$ cat config.mk
export PLATFORM = sky130hd
export DESIGN_NAME = spi_calc_master
export DESIGN_NICKNAME = d
export VERILOG_FILES = /design/src/rtl/spi_calc_master.sv
export SDC_FILE = /design/constraint.sdc
export NUM_CORES = 1
export LEC_CHECK = 0
export BUFFER_PORTS_ARGS = -buffer_cell sky130_fd_sc_hd__buf_2
export CAP_MARGIN = 40
export CORE_ASPECT_RATIO = 1.1
export CORE_MARGIN = 2
export CORE_UTILIZATION = 35
export CTS_CLUSTER_DIAMETER = 80
export CTS_CLUSTER_SIZE = 8
export DETAILED_ROUTE_END_ITERATION = 7
export MAX_ROUTING_LAYER = met4
export PLACE_DENSITY_LB_ADDON = 0.2
export SLEW_MARGIN = 20
export SYNTH_ARGS = -nofsm -noshare
export SYNTH_HDL_FRONTEND = slang
export SYNTH_SLANG_ARGS = --single-unit
$ cat constraint.sdc
create_clock -name clk -period 2.09 [get_ports clk]
set_clock_uncertainty 0.15 [all_clocks]
set_input_delay 0.1045 -clock clk [delete_from_list [all_inputs] [get_ports clk]]
set_output_delay 0.1045 -clock clk [all_outputs]
set_load 0.01 [all_outputs]
$ cat src/rtl/spi_calc_master.sv
// spi_calc_master: SPI mode-0 master for the calculator link.
// It sends HS_REQ, 00, num1, num2, operacion, 00 in one 6-byte frame. It checks
// for HS_ACK in RX byte1 and takes the result from RX byte5[3:0].
// Optional feature macro: SPI_HS_RETRY_EN. When defined, a bad handshake is
// retried up to MAX_RETRY times, with a CLK_DIV-cycle CS gap between attempts.
module spi_calc_master #(
  parameter int unsigned CLK_DIV   = 4,
  parameter logic [7:0]  HS_REQ    = 8'hAA,
  parameter logic [7:0]  HS_ACK    = 8'hBB,
  parameter int unsigned MAX_RETRY = 3
) (
  input  logic       clk,
  input  logic       rst_n,
  input  logic       start,
  input  logic [3:0] num1,
  input  logic [3:0] num2,
  input  logic [1:0] operacion,
  output logic       busy,
  output logic       done,
  output logic [3:0] resultado,
  output logic       hs_error,
  output logic       LED_handshake,
  output logic       CS,
  output logic       SLCK,
  output logic       MOSI,
  input  logic       MISO
);

  localparam int DW = $clog2(CLK_DIV);
  localparam logic [DW-1:0] DIV_LAST = DW'(CLK_DIV - 1);
  localparam logic [DW-1:0] DIV_PRE  = DW'(CLK_DIV - 2);

  typedef enum logic [2:0] {
    IDLE, CS_SETUP, SHIFT, BYTE_END, CS_HOLD,
`ifdef SPI_HS_RETRY_EN
    RETRY_GAP,
`endif
    ERROR, DONE
  } state_t;

  state_t          state_reg, state_next;
  logic [DW-1:0]   div_reg, div_next;
  logic [2:0]      bit_reg, bit_next;
  logic            phase_reg, phase_next;   // 0: SLCK high half, 1: SLCK low half
  logic [2:0]      byte_reg, byte_next;
  logic [7:0]      rx_reg, rx_next;
  logic [3:0]      num1_reg, num1_next, num2_reg, num2_next;
  logic [1:0]      op_reg, op_next;
  logic            cs_reg, cs_next, slck_reg, slck_next, mosi_reg, mosi_next;
  logic [3:0]      res_reg, res_next;
  logic            hs_err_reg, hs_err_next, led_reg, led_next;
  logic [7:0]      tx_cur, tx_nxt;

`ifdef SPI_HS_RETRY_EN
  localparam int RW = (MAX_RETRY > 0) ? $clog2(MAX_RETRY + 1) : 1;
  logic [RW-1:0]   retry_reg, retry_next;
`else
  logic            unused_max_retry;
  assign unused_max_retry = (MAX_RETRY > 0);
`endif

  // Transmit byte for a given frame position; positions past byte5 send zeros.
  function automatic logic [7:0] tx_byte(input logic [2:0] idx, input logic [3:0] a,
                                         input logic [3:0] b, input logic [1:0] op);
    case (idx)
      3'd0:    return HS_REQ;
      3'd2:    return {4'h0, a};
      3'd3:    return {4'h0, b};
      3'd4:    return {6'h0, op};
      default: return 8'h00;
    endcase
  endfunction

  assign tx_cur = tx_byte(byte_reg, num1_reg, num2_reg, op_reg);
  assign tx_nxt = tx_byte(byte_reg + 3'd1, num1_reg, num2_reg, op_reg);

  // State and datapath registers; async reset aborts any frame immediately.
  always_ff @(posedge clk or negedge rst_n) begin
    if (!rst_n) begin
      state_reg  <= IDLE;
      div_reg    <= '0;
      bit_reg    <= '0;
      phase_reg  <= 1'b0;
      byte_reg   <= '0;
      rx_reg     <= '0;
      num1_reg   <= '0;
      num2_reg   <= '0;
      op_reg     <= '0;
      cs_reg     <= 1'b1;
      slck_reg   <= 1'b0;
      mosi_reg   <= 1'b0;
      res_reg    <= '0;
      hs_err_reg <= 1'b0;
      led_reg    <= 1'b0;
`ifdef SPI_HS_RETRY_EN
      retry_reg  <= '0;
`endif
    end else begin
      state_reg  <= state_next;
      div_reg    <= div_next;
      bit_reg    <= bit_next;
      phase_reg  <= phase_next;
      byte_reg   <= byte_next;
      rx_reg     <= rx_next;
      num1_reg   <= num1_next;
      num2_reg   <= num2_next;
      op_reg     <= op_next;
      cs_reg     <= cs_next;
      slck_reg   <= slck_next;
      mosi_reg   <= mosi_next;
      res_reg    <= res_next;
      hs_err_reg <= hs_err_next;
      led_reg    <= led_next;
`ifdef SPI_HS_RETRY_EN
      retry_reg  <= retry_next;
`endif
    end
  end

  // Next-state and pin logic. BYTE_END takes the place of the last clk of the
  // final SLCK-low half of each byte, so the SLCK period stays 2*CLK_DIV
  // across byte boundaries. A byte is therefore 16*CLK_DIV cycles long,
  // counting its BYTE_END cycle.
  always_comb begin
    state_next  = state_reg;
    div_next    = div_reg;
    bit_next    = bit_reg;
    phase_next  = phase_reg;
    byte_next   = byte_reg;
    rx_next     = rx_reg;
    num1_next   = num1_reg;
    num2_next   = num2_reg;
    op_next     = op_reg;
    cs_next     = cs_reg;
    slck_next   = slck_reg;
    mosi_next   = mosi_reg;
    res_next    = res_reg;
    hs_err_next = hs_err_reg;
    led_next    = led_reg;
`ifdef SPI_HS_RETRY_EN
    retry_next  = retry_reg;
`endif
    case (state_reg)
      IDLE: begin
        if (start) begin
          num1_next   = num1;
          num2_next   = num2;
          op_next     = operacion;
          hs_err_next = 1'b0;
          led_next    = 1'b0;
`ifdef SPI_HS_RETRY_EN
          retry_next  = '0;
`endif
          div_next    = '0;
          bit_next    = '0;
          phase_next  = 1'b0;
          byte_next   = '0;
          cs_next     = 1'b0;
          slck_next   = 1'b0;
          mosi_next   = HS_REQ[7];
          state_next  = CS_SETUP;
        end
      end
      CS_SETUP: begin
        if (div_reg == DIV_LAST) begin
          div_next   = '0;
          phase_next = 1'b0;
          slck_next  = 1'b1;
          rx_next    = {rx_reg[6:0], MISO};
          state_next = SHIFT;
        end else begin
          div_next = div_reg + DW'(1);
        end
      end
      SHIFT: begin
        if (!phase_reg) begin
          if (div_reg == DIV_LAST) begin
            div_next   = '0;
            phase_next = 1'b1;
            slck_next  = 1'b0;
            mosi_next  = (bit_reg == 3'd7) ? tx_nxt[7] : tx_cur[3'd6 - bit_reg];
          end else begin
            div_next = div_reg + DW'(1);
          end
        end else if (bit_reg == 3'd7 && div_reg == DIV_PRE) begin
          state_next = BYTE_END;
        end else if (div_reg == DIV_LAST) begin
          div_next   = '0;
          phase_next = 1'b0;
          slck_next  = 1'b1;
          bit_next   = bit_reg + 3'd1;
          rx_next    = {rx_reg[6:0], MISO};
        end else begin
          div_next = div_reg + DW'(1);
        end
      end
      BYTE_END: begin
        div_next   = '0;
        bit_next   = '0;
        phase_next = 1'b0;
        if (byte_reg == 3'd1 && rx_reg != HS_ACK) begin
          cs_next   = 1'b1;
          mosi_next = 1'b0;
`ifdef SPI_HS_RETRY_EN
          if (retry_reg < RW'(MAX_RETRY)) begin
            retry_next = retry_reg + RW'(1);
            state_next = RETRY_GAP;
          end else begin
            hs_err_next = 1'b1;
            state_next  = ERROR;
          end
`else
          hs_err_next = 1'b1;
          state_next  = ERROR;
`endif
        end else if (byte_reg == 3'd5) begin
          res_next   = rx_reg[3:0];
          state_next = CS_HOLD;
        end else begin
          if (byte_reg == 3'd1) led_next = 1'b1;
          byte_next  = byte_reg + 3'd1;
          slck_next  = 1'b1;
          rx_next    = {rx_reg[6:0], MISO};
          state_next = SHIFT;
        end
      end
      CS_HOLD: begin
        if (div_reg == DIV_LAST) begin
          div_next   = '0;
          cs_next    = 1'b1;
          state_next = DONE;
        end else begin
          div_next = div_reg + DW'(1);
        end
      end
`ifdef SPI_HS_RETRY_EN
      RETRY_GAP: begin
        if (div_reg == DIV_LAST) begin
          div_next   = '0;
          byte_next  = '0;
          cs_next    = 1'b0;
          mosi_next  = HS_REQ[7];
          state_next = CS_SETUP;
        end else begin
          div_next = div_reg + DW'(1);
        end
      end
`endif
      ERROR:   state_next = DONE;
      DONE:    state_next = IDLE;
      default: state_next = IDLE;
    endcase
  end

  assign busy          = (state_reg != IDLE) && (state_reg != DONE);
  assign done          = (state_reg == DONE);
  assign resultado     = res_reg;
  assign hs_error      = hs_err_reg;
  assign LED_handshake = led_reg;
  assign CS            = cs_reg;
  assign SLCK          = slck_reg;
  assign MOSI          = mosi_reg;

endmodule

Word-level counts from Yosys, hierarchy flattened --
Index checks and enable logic that the tools add are counted.
Cells by class: reductions and logical operators 27, bitwise logic cells 1, add/sub/neg operators 4, magnitude comparators 1, eq/ne operators 33, multiplexer cells 58
Operators with widths (count):
- case mux 8 bit (4 select lines) | 2
- two-way mux 8 bit | 5
- two-way mux 3 bit | 13
- AND reduction 5 bit | 5
- inequality test 2 bit, second input constant | 12
- case mux 8 bit (3 select lines) | 1
- two-way mux 1 bit | 22
- == test 3 bit, second input constant | 7
- == test 3 x 2 -> 1 bit, second input constant | 6
- case mux 3 bit (6 select lines) | 1
- AND reduction 3 bit | 4
- nonzero test 3 bit | 4
- logical NOT 3 bit | 3
- inequality test 3 bit, second input constant | 3
- case mux 3 bit (3 select lines) | 1
- two-way mux 2 bit | 4
- inequality test 8 bit, second input constant | 1
- case mux 1 bit (4 select lines) | 2
- case mux 2 bit (4 select lines) | 1
- AND reduction 4 bit | 2
- nonzero test 4 bit | 2
- adder 3 x 1 -> 3 bit, second input constant | 2
- == test 3 x 1 -> 1 bit, second input constant | 2
- case mux 1 bit (3 select lines) | 2
- other kinds (13) | 17
Storage, ports and cells: logic and storage cells 139, output and inout port bits 11, input port bits 14, register bits after elaboration 39

Logic depth before layout (Yosys ltp) --
Gate-level depths: netlist (run 1).
depth in word-level cells 8, mapped depth 7, gate-level depth less buffers 7

Worst setup path after synthesis (run 1) --
Ideal clock, no wire load.
path kind register to register, start point register byte_reg[1], end point register rx_reg[0], slack 0.092 ns, arrival 1.723 ns, library setup time 0.125 ns, data required time 1.815 ns, period minus slack after synthesis 1.998 ns, cell stages (with the launch flop) 7, buffers on the path 0, cell sequence dfrtp_1 -> inv_1 -> ha_1 -> nand2_1 -> nor3_4 -> nor4_4 -> mux2_2
Between the ends: word-level cells in the longest chain between the ends 4, elaborated cells between the ends (all ways) 6, those cells by class 4 x eq/ne; 2 x reduce/logical
Ends and longest elaborated chain:
- start: declaration | RTL line 45 | logic [2:0] byte_reg, byte_next;
- start signal: assignment | RTL line 103 | byte_reg <= byte_next;
- == test 3 x 1 -> 1 bit | RTL line 201 | if (byte_reg == 3'd1 && rx_reg != HS_ACK) begin
- logical AND 1 bit | RTL line 201
- inequality test 2 bit (no source line)
- AND reduction 5 bit (no source line) (*)
- end signal: assignment | RTL line 104 | rx_reg <= rx_next;
- end: declaration | RTL line 46 | logic [7:0] rx_reg, rx_next;
Mark *: on every way between the ends. The rest lies on a longest branch, timed or not. A chain may end at the register's enable or synchronous reset.

Final worst setup path (run 1) --
start point register byte_reg[1], end point register rx_reg[6]
The elaborated chain is that of the path after synthesis.

==> impl_metrics.prom, run 1 <==
# TYPE chip_impl_metric gauge
chip_impl_info{name="run_status",value="complete, no violations"} 1
chip_impl_metric{name="worst-endpoint-arrival",unit="ps"} 2020
chip_impl_metric{name="antenna_cells",unit=""} 0
chip_impl_metric{name="finalWeightedCongestion",unit=""} 0.777
chip_impl_metric{name="coreArea",unit="um^2"} 6190
chip_impl_metric{name="number_of_enable_flip_flop_cells_after_synthesis",unit=""} 0
chip_impl_metric{name="grt_antenna_before_repair",unit=""} 0
chip_impl_metric{name="horizontal_die_dimension",unit="um"} 80.5
chip_impl_metric{name="netlist-cell-type-count",unit=""} 46
chip_impl_metric{name="grt_pass1_wl",unit="mm"} 8.07
chip_impl_metric{name="final_hold_viol_count",unit=""} 0
chip_impl_metric{name="drtAntennaViolNets",unit=""} 0
chip_impl_info{name="crit_slowest_cell",value="sky130_fd_sc_hd__dfrtp_1"} 1
chip_impl_metric{name="numCtsBuffers",unit=""} 5
chip_impl_metric{name="place.detailed.hpwl",unit="mm"} 3.44
chip_impl_info{name="timing.critical_path.to_type",value="register"} 1
chip_impl_metric{name="timing.hold.ws",unit="ps"} 52.5
chip_impl_info{name="post-synth-top-area-cell",value="sky130_fd_sc_hd__dfrtp_1"} 1
chip_impl_metric{name="largest_reg_flops",unit=""} 8
chip_impl_metric{name="pwr-share-comb",unit="%"} 47.7
chip_impl_metric{name="synth_top_cell_area_share",unit="%"} 42.2
chip_impl_metric{name="drc",unit=""} 0
chip_impl_metric{name="slew_worst_pin",unit="ps"} 373
chip_impl_metric{name="fmax",unit="MHz"} 501
chip_impl_metric{name="critPathMaxFanout",unit=""} 8
chip_impl_metric{name="clock_power_share",unit="%"} 17.7
chip_impl_metric{name="source_to_sink_clock_delay_at_the_later_pin_of_the_worst_skew_pair",unit="ps"} 290
chip_impl_metric{name="cap_viol_max_count",unit=""} 0
chip_impl_metric{name="total_buffers_and_inverters_traversed_by_the_critical_path",unit=""} 2
chip_impl_metric{name="placement_rows",unit=""} 30
chip_impl_metric{name="sequentialPowerShare",unit="%"} 34.5
chip_impl_metric{name="total_die_area",unit="um^2"} 7090
chip_impl_metric{name="grtUsageTotal",unit="%"} 15.1
chip_impl_metric{name="power.static_leakage",unit="uW"} 0.00131
chip_impl_metric{name="wl",unit="mm"} 4.71
chip_impl_metric{name="ctsLongestPathBuffers",unit=""} 2
chip_impl_info{name="synth_common_cells",value="sky130_fd_sc_hd__dfrtp_1, sky130_fd_sc_hd__mux2_2, sky130_fd_sc_hd__nand2_1, sky130_fd_sc_hd__a21oi_1, sky130_fd_sc_hd__ha_1"} 1
chip_impl_metric{name="gr-total-overflow",unit=""} 0
chip_impl_info{name="crit_chain",value="inv_1 -> ha_2 -> a21oi_2 -> a21oi_2 -> nor4_4 -> buf_6 -> mux2_2"} 1
chip_impl_info{name="worstReg2RegEnd",value="rx_reg[6]"} 1
chip_impl_metric{name="vias",unit=""} 1766
chip_impl_metric{name="worstRegToRegCells",unit=""} 7
chip_impl_metric{name="synth.yosys.seq_area_share",unit="%"} 43.4
chip_impl_metric{name="layout.cells.non_filler",unit=""} 346
chip_impl_info{name="critical-path-top-delay-family",value="flip-flops"} 1
chip_impl_info{name="worst_r2r_startpoint",value="byte_reg[1]"} 1
chip_impl_metric{name="clock_sinks",unit=""} 39
chip_impl_metric{name="grt_max_degree",unit=""} 17
chip_impl_metric{name="synth_cells",unit=""} 213
chip_impl_metric{name="p_int",unit="uW"} 2300
chip_impl_metric{name="drive_gt1_share",unit="%"} 36.1
chip_impl_metric{name="netSwitchingFraction",unit="%"} 37.9
chip_impl_metric{name="number_of_global_route_vias_before_repair",unit=""} 1683
chip_impl_metric{name="vias_per_cell",unit=""} 5.10
chip_impl_metric{name="number_of_iterations_in_the_first_detailed_routing_pass",unit=""} 4
chip_impl_metric{name="final.min_clock_period",unit="ps"} 1990
chip_impl_metric{name="netlist_area",unit="um^2"} 2250
chip_impl_metric{name="detail_route.wl_per_cell",unit="um"} 13.6
chip_impl_info{name="cts.root.buffer_cell",value="sky130_fd_sc_hd__clkbuf_8"} 1
chip_impl_metric{name="number_of_nets_in_the_layout",unit=""} 291
chip_impl_metric{name="power-per-cell-area",unit="nW/um^2"} 1310
chip_impl_info{name="timing.critical_path.from_type",value="register"} 1
chip_impl_metric{name="cts.htree.levels",unit=""} 2
chip_impl_metric{name="die_height",unit="um"} 88.1
chip_impl_info{name="path_class",value="register to register"} 1
chip_impl_metric{name="power.ir.vdd_worst",unit="mV"} 0.600
chip_impl_metric{name="slowest_delay",unit="ps"} 420
chip_impl_metric{name="async_flop_share",unit="%"} 100
chip_impl_metric{name="area_growth",unit="%"} 25.4
chip_impl_metric{name="avgSynthCellArea",unit="um^2"} 10.6
chip_impl_metric{name="crit_required",unit="ps"} 2120
chip_impl_metric{name="min_period_over_period",unit="%"} 95.4
chip_impl_metric{name="top_level_ports",unit=""} 25
chip_impl_metric{name="ys_warn_count",unit=""} 0
chip_impl_metric{name="slew-limit-headroom",unit="%"} 75.1
chip_impl_info{name="clock_tree_from_tritoncts",value="built"} 1
chip_impl_metric{name="io_buffers",unit=""} 24
chip_impl_info{name="synth.top_cells.by_area",value="sky130_fd_sc_hd__dfrtp_1, sky130_fd_sc_hd__mux2_2, sky130_fd_sc_hd__ha_1, sky130_fd_sc_hd__nand2_1, sky130_fd_sc_hd__a21oi_1"} 1
chip_impl_info{name="hp-class",value="input port to async pin"} 1
chip_impl_info{name="synth_top_flop_cell",value="sky130_fd_sc_hd__dfrtp_1"} 1
chip_impl_metric{name="fin_max_slew_vios",unit=""} 0
chip_impl_metric{name="worst_setup_hold_path_clk_slew",unit="ps"} 80
chip_impl_info{name="critical_path.most_common_cell",value="sky130_fd_sc_hd__a21oi_2"} 1
chip_impl_metric{name="rrSetupSlack",unit="ps"} 100
chip_impl_metric{name="synth_nets",unit=""} 239
chip_impl_metric{name="start_util",unit="%"} 36.4
chip_impl_info{name="post-synth-top-count-cell",value="sky130_fd_sc_hd__dfrtp_1"} 1
chip_impl_metric{name="yosys_register_bits",unit=""} 39
chip_impl_metric{name="place.detailed.instances",unit=""} 324
chip_impl_metric{name="power.net_switching",unit="uW"} 1400
chip_impl_metric{name="detailedRoute.firstIterationViolations",unit=""} 71
chip_impl_metric{name="setup_viol_count_final",unit=""} 0
[metrics by stage]
| stage | setup WS, ps | util (%) | power (uW) | instance area, um^2 | TNS (ps) |
|---|---|---|---|---|---|
| after global placement | 54.7 | 40.9 | 2970 | 2530 | 0 |
| after global routing | -0.973 | 45.6 | 4010 | 2830 | -0.973 |
| after CTS | 36.6 | 44.8 | 3660 | 2770 | 0 |
| after floorplan | 92.2 | - | 2500 | 2250 | 0 |
| final | 95.6 | 45.6 | 3700 | 2830 | 0 |
| after detailed placement | 44.1 | 40.9 | 2970 | 2530 | 0 |
[power groups by stage]
stage / Combinational (uW) / Clock [uW] / Sequential [uW]
6_report: 1770 / 656 / 1280
5_1_grt: 1980 / 709 / 1320
4_1_cts: 1710 / 672 / 1270
3_5_place_dp: 1690 / 0 / 1290
3_3_place_gp: 1690 / 0 / 1280
2_1_floorplan: 1290 / 0 / 1210
[repair_timing]
action	in CTS	in global routing
setup buffers	0	2
endpoints found under the setup margin	0	10
hold endpoints to repair	49	0
hold buffers	12	0
gates resized for setup	0	10
[kinds of logic after synthesis]
group | after synthesis | share of synthesized area (%)
AND/OR/NAND/NOR | 61 | 15.7
XOR/XNOR | 3 | 1.17
adder cells (fa/ha/maj) | 12 | 6.67
flip-flops | 39 | 43.4
multiplexers | 28 | 13.9
AO/OA/AOI/OAI | 49 | 14.2
buffers and inverters | 21 | 5.05
[final cells by class]
type / count / area (um^2)
multi-input combinational: 153 / 1190
clock inverter: 2 / 35.0
timing repair buffer: 57 / 402
sequential: 39 / 977
tap: 80 / 100
clock buffer: 6 / 82.6
inverter: 9 / 33.8
fill: 623 / 3370
[placed cells by master, fill, tap and decap left out, types with 5 or more instances in the layout]
| cell | instances |
|---|---|
| sky130_fd_sc_hd__a211oi_1 | 5 |
| sky130_fd_sc_hd__a21oi_1 | 11 |
| sky130_fd_sc_hd__buf_2 | 24 |
| sky130_fd_sc_hd__buf_4 | 20 |
| sky130_fd_sc_hd__clkbuf_8 | 6 |
| sky130_fd_sc_hd__dfrtp_1 | 38 |
| sky130_fd_sc_hd__dlygate4sd3_1 | 12 |
| sky130_fd_sc_hd__ha_1 | 9 |
| sky130_fd_sc_hd__inv_1 | 9 |
| sky130_fd_sc_hd__mux2_2 | 26 |
| sky130_fd_sc_hd__nand2_1 | 18 |
| sky130_fd_sc_hd__nor2_1 | 11 |
| sky130_fd_sc_hd__nor2b_1 | 5 |
| sky130_fd_sc_hd__o21ai_0 | 10 |
[worst max-delay path by stage]
stage / startpoint / to / slack (ps) / cells past startpoint
floorplan: byte_reg[1] / rx_reg[0] / 90 / 6
global placement: bit_reg[1] / SLCK / 50 / 8
detailed placement: byte_reg[0] / MOSI / 40 / 7
CTS: byte_reg[0] / MOSI / 40 / 7
global route: bit_reg[1] / rx_reg[6] / -1 / 7
finish: byte_reg[1] / rx_reg[6] / 100 / 7
[routing by layer]
| metal | part of all wire [%] | vias up | track usage (%) |
|---|---|---|---|
| li1 | - | 875 | - |
| met1 | 49 | 867 | 20.5 |
| met2 | 47 | 18 | 23.1 |
| met3 | 2.5 | 6 | 2.78 |
| met4 | 1.3 | 0 | 4.16 |
| met5 | 0 | - | - |
[worst reg2reg max path: stages (launching register included)]
cell	delay [ps]
sky130_fd_sc_hd__dfrtp_1	420
sky130_fd_sc_hd__inv_1	90
sky130_fd_sc_hd__ha_2	200
sky130_fd_sc_hd__a21oi_2	150
sky130_fd_sc_hd__a21oi_2	70
sky130_fd_sc_hd__nor4_4	290
sky130_fd_sc_hd__buf_6	180
sky130_fd_sc_hd__mux2_2	340
No activity file was read; power rests on OpenSTA's default activity.
==> run 2: changes to the inputs <==
Settings changed: CORE_ASPECT_RATIO 1.1 to 1.2, HOLD_SLACK_MARGIN set to 0.15.
Clock period 2.09 ns to 2.5 ns, I/O delays scaled along.
==> run 2 against run 1 <==
  * Largest cell class unchanged
  * Non-clock buffer count is 11 lower
  * Fmax down 12%
  * Clock-buffer cell count increased by 1
  * Worst hold slack improved by 120 ps
  * Utilization decreased by 2.9 points
  * Critical path depth down 1
  * Cell count decreased by 1.7%
  * Worst setup slack better by 140 ps
  * Wire length shrank 2.1%
  * Combinational power fell by 25%
  * The run now ends with DRC left
  * Flip-flop and latch count is the same
  * Global-route usage down 0.81 points
==> impl_metrics.prom, run 2 (same netlist as run 1, synthesis figures left out) <==
# TYPE chip_impl_metric gauge
chip_impl_metric{name="power.total",unit="uW"} 2830
chip_impl_metric{name="gr-total-overflow",unit=""} 0
chip_impl_metric{name="cap_viol_max_count",unit=""} 0
chip_impl_metric{name="number_of_global_route_vias_before_repair",unit=""} 1664
chip_impl_metric{name="detail_route.wl_per_cell",unit="um"} 13.6
chip_impl_metric{name="die_height",unit="um"} 91.9
chip_impl_metric{name="clock_sinks",unit=""} 39
chip_impl_metric{name="grt_pass1_wl",unit="mm"} 7.99
chip_impl_metric{name="final.min_clock_period",unit="ps"} 2260
chip_impl_metric{name="coreArea",unit="um^2"} 6330
chip_impl_info{name="mostFrequentLayoutCell",value="sky130_fd_sc_hd__dfrtp_1"} 1
chip_impl_metric{name="pwr-share-comb",unit="%"} 47.0
chip_impl_metric{name="nFillCells",unit=""} 657
chip_impl_metric{name="horizontal_die_dimension",unit="um"} 77.2
chip_impl_metric{name="slew_worst_pin",unit="ps"} 583
chip_impl_metric{name="detailedRoute.firstIterationViolations",unit=""} 63
chip_impl_metric{name="final_hold_viol_count",unit=""} 0
chip_impl_metric{name="cts_setup_buffers",unit=""} 0
chip_impl_metric{name="setup_viol_count_final",unit=""} 0
chip_impl_metric{name="critPathMaxFanout",unit=""} 8
chip_impl_metric{name="total_die_area",unit="um^2"} 7090
chip_impl_metric{name="source_to_sink_clock_delay_at_the_later_pin_of_the_worst_skew_pair",unit="ps"} 280
chip_impl_metric{name="number_of_nets_in_the_layout",unit=""} 280
chip_impl_metric{name="start_util",unit="%"} 35.6
chip_impl_metric{name="power.ir.vdd_worst",unit="mV"} 0.466
chip_impl_metric{name="power-per-cell-area",unit="nW/um^2"} 1050
chip_impl_metric{name="power.static_leakage",unit="uW"} 0.00124
chip_impl_info{name="failing_checks",value="DRC"} 1
chip_impl_metric{name="total_buffers_and_inverters_traversed_by_the_critical_path",unit=""} 1
chip_impl_metric{name="grt_max_degree",unit=""} 32
chip_impl_info{name="cts.root.buffer_cell",value="sky130_fd_sc_hd__clkbuf_8"} 1
chip_impl_metric{name="vias_per_cell",unit=""} 5.05
chip_impl_metric{name="p_int",unit="uW"} 1720
chip_impl_metric{name="fin_setup_tns",unit="ps"} 0
chip_impl_metric{name="drtAntennaViolNets",unit=""} 0
chip_impl_info{name="clock_tree_from_tritoncts",value="built"} 1
chip_impl_metric{name="ctsLongestPathBuffers",unit=""} 2
chip_impl_metric{name="fin_max_slew_vios",unit=""} 0
chip_impl_metric{name="grt_antenna_before_repair",unit=""} 0
chip_impl_info{name="crit_slowest_cell",value="sky130_fd_sc_hd__nor4_4"} 1
chip_impl_info{name="hp-class",value="input port to async pin"} 1
chip_impl_info{name="setup_repair_after_global_routing_missed_its_margin",value="no"} 1
chip_impl_metric{name="area_growth",unit="%"} 20.0
chip_impl_metric{name="min_period_over_period",unit="%"} 90.6
chip_impl_metric{name="crit_required",unit="ps"} 2520
chip_impl_metric{name="finalWeightedCongestion",unit=""} 0.796
chip_impl_metric{name="vias",unit=""} 1718
chip_impl_metric{name="top_level_ports",unit=""} 25
chip_impl_info{name="run_status",value="complete, but fails checks"} 1
chip_impl_metric{name="antenna_cells",unit=""} 0
chip_impl_metric{name="worst_setup_hold_path_clk_slew",unit="ps"} 80
chip_impl_info{name="path_class",value="register to register"} 1
chip_impl_metric{name="netSwitchingFraction",unit="%"} 39.3
chip_impl_metric{name="slowest_delay",unit="ps"} 530
chip_impl_info{name="layout.cells.most_common_list",value="sky130_fd_sc_hd__dfrtp_1, sky130_fd_sc_hd__mux2_2, sky130_fd_sc_hd__buf_2, sky130_fd_sc_hd__nand2_1, sky130_fd_sc_hd__dlygate4sd3_1"} 1
chip_impl_metric{name="slew-limit-headroom",unit="%"} 60.8
chip_impl_metric{name="wl",unit="mm"} 4.62
chip_impl_metric{name="power.net_switching",unit="uW"} 1110
chip_impl_metric{name="largest_reg_flops",unit=""} 8
chip_impl_metric{name="io_buffers",unit=""} 24
chip_impl_metric{name="placement_rows",unit=""} 32
chip_impl_metric{name="sequentialPowerShare",unit="%"} 37.7
chip_impl_metric{name="numCtsBuffers",unit=""} 5
chip_impl_metric{name="grtUsageTotal",unit="%"} 14.3
chip_impl_metric{name="worst-endpoint-arrival",unit="ps"} 2280
chip_impl_info{name="timing.critical_path.from_type",value="register"} 1
chip_impl_metric{name="drive_gt1_share",unit="%"} 29.0
chip_impl_metric{name="fmax",unit="MHz"} 442
chip_impl_metric{name="cts.htree.levels",unit=""} 2
chip_impl_info{name="critical_path.most_common_cell",value="sky130_fd_sc_hd__a21oi_1"} 1
chip_impl_info{name="critical-path-top-delay-family",value="simple AND/OR/NAND/NOR gates"} 1
chip_impl_metric{name="drc",unit=""} 1
chip_impl_metric{name="clock_power_share",unit="%"} 15.3
chip_impl_metric{name="place.detailed.hpwl",unit="mm"} 3.37
chip_impl_info{name="timing.critical_path.to_type",value="register"} 1
chip_impl_info{name="crit_chain",value="inv_1 -> ha_1 -> a21oi_1 -> a21oi_1 -> nor4_4 -> mux2_2"} 1
chip_impl_metric{name="number_of_iterations_in_the_first_detailed_routing_pass",unit=""} 6
## run 2: cell count changes in the layout (fill, tap and decap cells not counted), moves of 2 or more
cell,change
sky130_fd_sc_hd__ha_2,-3
sky130_fd_sc_hd__dlygate4sd3_1,+2
sky130_fd_sc_hd__ha_1,+3
sky130_fd_sc_hd__a21oi_1,+2
sky130_fd_sc_hd__buf_4,-13
sky130_fd_sc_hd__a21oi_2,-2
## run 2: what timing repair did
item | 4_1_cts | 5_1_grt
setup endpoints to repair | 0 | 0
hold buffers | 14 | 0
endpoints found under the hold margin | 52 | 0
gates resized for setup | 0 | 0
## run 2: worst paths after layout
kind | startpoint | endpoint | slack [ps] | cells after the start
max in group asynchronous | rst_n | phase_reg | 1220 | 3
worst max-delay path | byte_reg[1] | rx_reg[7] | 240 | 6
worst min-delay path | rst_n | num2_reg[3] | 170 | 3
min in group clk | resultado[1] | resultado[1] | 350 | 1
worst min register to register | resultado[1] | resultado[1] | 350 | 1
worst max register to register | byte_reg[1] | rx_reg[7] | 240 | 6
## run 2: power by group through the flow
stage	combinational, uW	clock (uW)	sequential (uW)
floorplan	1080	0	1020
global placement	1310	0	1080
detailed placement	1330	0	1090
CTS	1350	450	1070
global route	1500	475	1110
finish	1330	434	1070
## run 2: area by class of cell
| class | instances | area [um^2] | area share (%) |
|---|---|---|---|
| sequential | 39 | 977 | 36.2 |
| tap | 85 | 106 | 3.94 |
| inverter | 9 | 33.8 | 1.25 |
| timing repair buffer | 46 | 333 | 12.3 |
| multi-input combinational | 153 | 1160 | 43.0 |
| clock inverter | 1 | 5.00 | 0.185 |
| clock buffer | 7 | 86.3 | 3.19 |
## run 2: worst register-to-register path: cells and delay by family (launching register included)
family                   cells  cell delay, ps
AO/OA/AOI/OAI                2             290
flip-flops                   1             420
multiplexers                 1             400
adder cells (fa/ha/maj)      1             270
buffers and inverters        1              90
AND/OR/NAND/NOR              1             530
## run 2: through the flow
| stage | worst slack, ps | util [%] | cell area [um^2] | hold slack, ps | cells |
|---|---|---|---|---|---|
| after floorplan | 502 | - | 2250 | -321 | 213 |
| after global placement | 306 | 38.7 | 2450 | 152 | 317 |
| after detailed placement | 280 | 39.1 | 2470 | -149 | 318 |
| after CTS | 250 | 42.7 | 2700 | 181 | 340 |
| after global routing | 139 | 42.7 | 2700 | 214 | 340 |
| final | 235 | 42.7 | 2700 | 172 | 340 |
## run 2: metal layers
layer  share of wire (%)  vias to the layer above  global-route usage, %
li1                    -                      859                      -
met3                 3.4                        6                   2.46
met4                 1.9                        0                   4.76
met1                  48                      820                   18.5
met5                   0                        -                      -
met2                  47                       33                   22.8
==> run 3: changes to the inputs <==
Settings changed: CAP_MARGIN 40 to not set, GPL_TIMING_DRIVEN set to 0.
==> run 3 against run 2 <==
  * The flow now finishes without violations
  * First-iteration DRC count rose by 40%
  * Total power grew 0.61%
  * Die area unchanged
  * Wire length grew 3.6%
  * Largest power group unchanged
==> impl_metrics.prom, run 3 (same netlist as run 1, synthesis figures left out) <==
# TYPE chip_impl_metric gauge
chip_impl_metric{name="worst_setup_hold_path_clk_slew",unit="ps"} 80
chip_impl_metric{name="clock_power_share",unit="%"} 14.4
chip_impl_info{name="run_status",value="complete, no violations"} 1
chip_impl_metric{name="number_of_global_route_vias_before_repair",unit=""} 1798
chip_impl_info{name="timing.critical_path.from_type",value="register"} 1
chip_impl_metric{name="postCtsResizedCells",unit=""} 0
chip_impl_info{name="critical-path-top-delay-family",value="simple AND/OR/NAND/NOR gates"} 1
chip_impl_metric{name="finalWeightedCongestion",unit=""} 0.768
chip_impl_metric{name="fin_setup_tns",unit="ps"} 0
chip_impl_metric{name="drive_gt1_share",unit="%"} 27.5
chip_impl_metric{name="grt_pass1_wl",unit="mm"} 8.31
chip_impl_metric{name="ctsLongestPathBuffers",unit=""} 2
chip_impl_metric{name="cts.htree.levels",unit=""} 2
chip_impl_metric{name="power.net_switching",unit="uW"} 1140
chip_impl_metric{name="numCtsBuffers",unit=""} 5
chip_impl_metric{name="place.detailed.hpwl",unit="mm"} 3.39
chip_impl_metric{name="area_growth",unit="%"} 19.4
chip_impl_metric{name="min_period_over_period",unit="%"} 91.2
chip_impl_metric{name="fin_max_slew_vios",unit=""} 0
chip_impl_metric{name="fmax",unit="MHz"} 439
chip_impl_metric{name="power.static_leakage",unit="uW"} 0.00123
chip_impl_metric{name="horizontal_die_dimension",unit="um"} 77.2
chip_impl_metric{name="setup_viol_count_final",unit=""} 0
chip_impl_metric{name="die_height",unit="um"} 91.9
chip_impl_info{name="mostFrequentLayoutCell",value="sky130_fd_sc_hd__dfrtp_1"} 1
chip_impl_info{name="crit_chain",value="inv_1 -> ha_1 -> nand2_1 -> nor3_4 -> nor4_4 -> mux2_2"} 1
chip_impl_metric{name="clock_sinks",unit=""} 39
chip_impl_metric{name="cts_hold_buffers",unit=""} 13
chip_impl_metric{name="detail_route.wl_per_cell",unit="um"} 13.9
chip_impl_metric{name="cap_viol_max_count",unit=""} 0
chip_impl_metric{name="largest_reg_flops",unit=""} 8
chip_impl_metric{name="detailedRoute.firstIterationViolations",unit=""} 88
chip_impl_metric{name="slew-limit-headroom",unit="%"} 40.4
chip_impl_metric{name="slew_worst_pin",unit="ps"} 895
chip_impl_info{name="layout.cells.most_common_list",value="sky130_fd_sc_hd__dfrtp_1, sky130_fd_sc_hd__mux2_2, sky130_fd_sc_hd__buf_2, sky130_fd_sc_hd__nand2_1"} 1
chip_impl_metric{name="netSwitchingFraction",unit="%"} 40.1
chip_impl_metric{name="final_util",unit="%"} 42.5
chip_impl_metric{name="worst_setup_slack_after_placement",unit="ps"} 233
chip_impl_info{name="cts.root.buffer_cell",value="sky130_fd_sc_hd__clkbuf_8"} 1
chip_impl_metric{name="total_buffers_and_inverters_traversed_by_the_critical_path",unit=""} 1
chip_impl_metric{name="slowest_delay",unit="ps"} 560
chip_impl_metric{name="final.min_clock_period",unit="ps"} 2280
chip_impl_metric{name="top_level_ports",unit=""} 25
chip_impl_info{name="timing.critical_path.to_type",value="register"} 1
chip_impl_metric{name="wl",unit="mm"} 4.78
chip_impl_info{name="crit_slowest_cell",value="sky130_fd_sc_hd__nor4_4"} 1
chip_impl_info{name="path_class",value="register to register"} 1
chip_impl_metric{name="power-per-cell-area",unit="nW/um^2"} 1060
chip_impl_info{name="clock_tree_from_tritoncts",value="built"} 1
chip_impl_metric{name="start_util",unit="%"} 35.6
chip_impl_metric{name="drc",unit=""} 0
chip_impl_metric{name="placement_rows",unit=""} 32
chip_impl_metric{name="pwr-share-comb",unit="%"} 49.3
chip_impl_metric{name="sequentialPowerShare",unit="%"} 36.4
chip_impl_metric{name="number_of_nets_in_the_layout",unit=""} 283
chip_impl_metric{name="final_hold_viol_count",unit=""} 0
chip_impl_metric{name="postLayoutSetupSlackWorst",unit="ps"} 220
chip_impl_metric{name="worst-endpoint-arrival",unit="ps"} 2300
chip_impl_metric{name="vias",unit=""} 1771
chip_impl_metric{name="power.ir.vdd_worst",unit="mV"} 0.396
chip_impl_metric{name="cts_setup_buffers",unit=""} 0
chip_impl_metric{name="antenna_cells",unit=""} 0
chip_impl_metric{name="coreArea",unit="um^2"} 6330
chip_impl_metric{name="total_die_area",unit="um^2"} 7090
chip_impl_metric{name="io_buffers",unit=""} 24
chip_impl_metric{name="critPathMaxFanout",unit=""} 8
chip_impl_metric{name="grt_max_degree",unit=""} 40
chip_impl_info{name="hp-class",value="input port to async pin"} 1
chip_impl_metric{name="crit_required",unit="ps"} 2520
chip_impl_metric{name="place.detailed.instances",unit=""} 322
chip_impl_metric{name="number_of_iterations_in_the_first_detailed_routing_pass",unit=""} 4
chip_impl_metric{name="source_to_sink_clock_delay_at_the_later_pin_of_the_worst_skew_pair",unit="ps"} 290
chip_impl_metric{name="layout.cells.non_filler",unit=""} 343
chip_impl_info{name="setup_repair_after_global_routing_missed_its_margin",value="no"} 1
chip_impl_metric{name="p_int",unit="uW"} 1710
chip_impl_metric{name="grt_antenna_before_repair",unit=""} 0
chip_impl_metric{name="vias_per_cell",unit=""} 5.16
chip_impl_metric{name="grtUsageTotal",unit="%"} 15.1
chip_impl_metric{name="gr-total-overflow",unit=""} 0
chip_impl_metric{name="drtAntennaViolNets",unit=""} 0
-- run 3: cell count changes in the layout (fill, tap and decap cells not counted), sizes merged --
cell | previous run | this run
dlygate4sd3 | 14 | 13
clkbuf | 7 | 15
buf | 32 | 28
-- run 3: worst reg2reg max path, delay by kind of cell (launching register included) --
kind / cells / cell delay (ps)
AND/OR/NAND/NOR: 3 / 830
flip-flops: 1 / 430
multiplexers: 1 / 400
adder cells (fa/ha/maj): 1 / 270
buffers and inverters: 1 / 90
-- run 3: per-layer routing --
metal / up-vias / wire (um) / global-route usage (%)
met4: 0 / 52 / 5.65
met3: 4 / 144 / 3.25
met5: - / 0 / -
met2: 33 / 2370 / 24.9
met1: 871 / 2220 / 18.1
li1: 863 / - / -
-- run 3: stage by stage --
stage	area [um^2]	power (uW)	hold slack, ps
after floorplan	2250	2090	-321
after global placement	2480	2420	161
after detailed placement	2480	2440	162
after CTS	2690	2880	358
after global routing	2690	3110	376
final	2690	2850	345
-- run 3: final timing paths --
check | startpoint | endpoint | slack (ps) | depth (start not counted)
max reg2reg | byte_reg[1] | rx_reg[5] | 220 | 6
min in group clk | SLCK | SLCK | 350 | 1
min reg2reg | SLCK | SLCK | 350 | 1
max in group asynchronous | rst_n | SLCK | 1290 | 2
max | byte_reg[1] | rx_reg[5] | 220 | 6
min | rst_n | bit_reg[1] | 340 | 2
-- run 3: power groups by stage --
stage / logic (uW) / clock network [uW] / registers [uW]
after floorplan: 1080 / 0 / 1020
after global placement: 1380 / 0 / 1050
after detailed placement: 1390 / 0 / 1050
after CTS: 1410 / 435 / 1040
after global routing: 1580 / 465 / 1070
final: 1400 / 409 / 1040
-- run 3: layout make-up --
| class | count | area [um^2] |
|---|---|---|
| buffer | 12 | 80.1 |
| clock buffer | 7 | 76.3 |
| clock inverter | 1 | 5.00 |
| fill | 669 | 3640 |
| inverter | 9 | 33.8 |
| multi-input combinational | 153 | 1160 |
| sequential | 39 | 977 |
| tap | 85 | 106 |
| timing repair buffer | 37 | 250 |
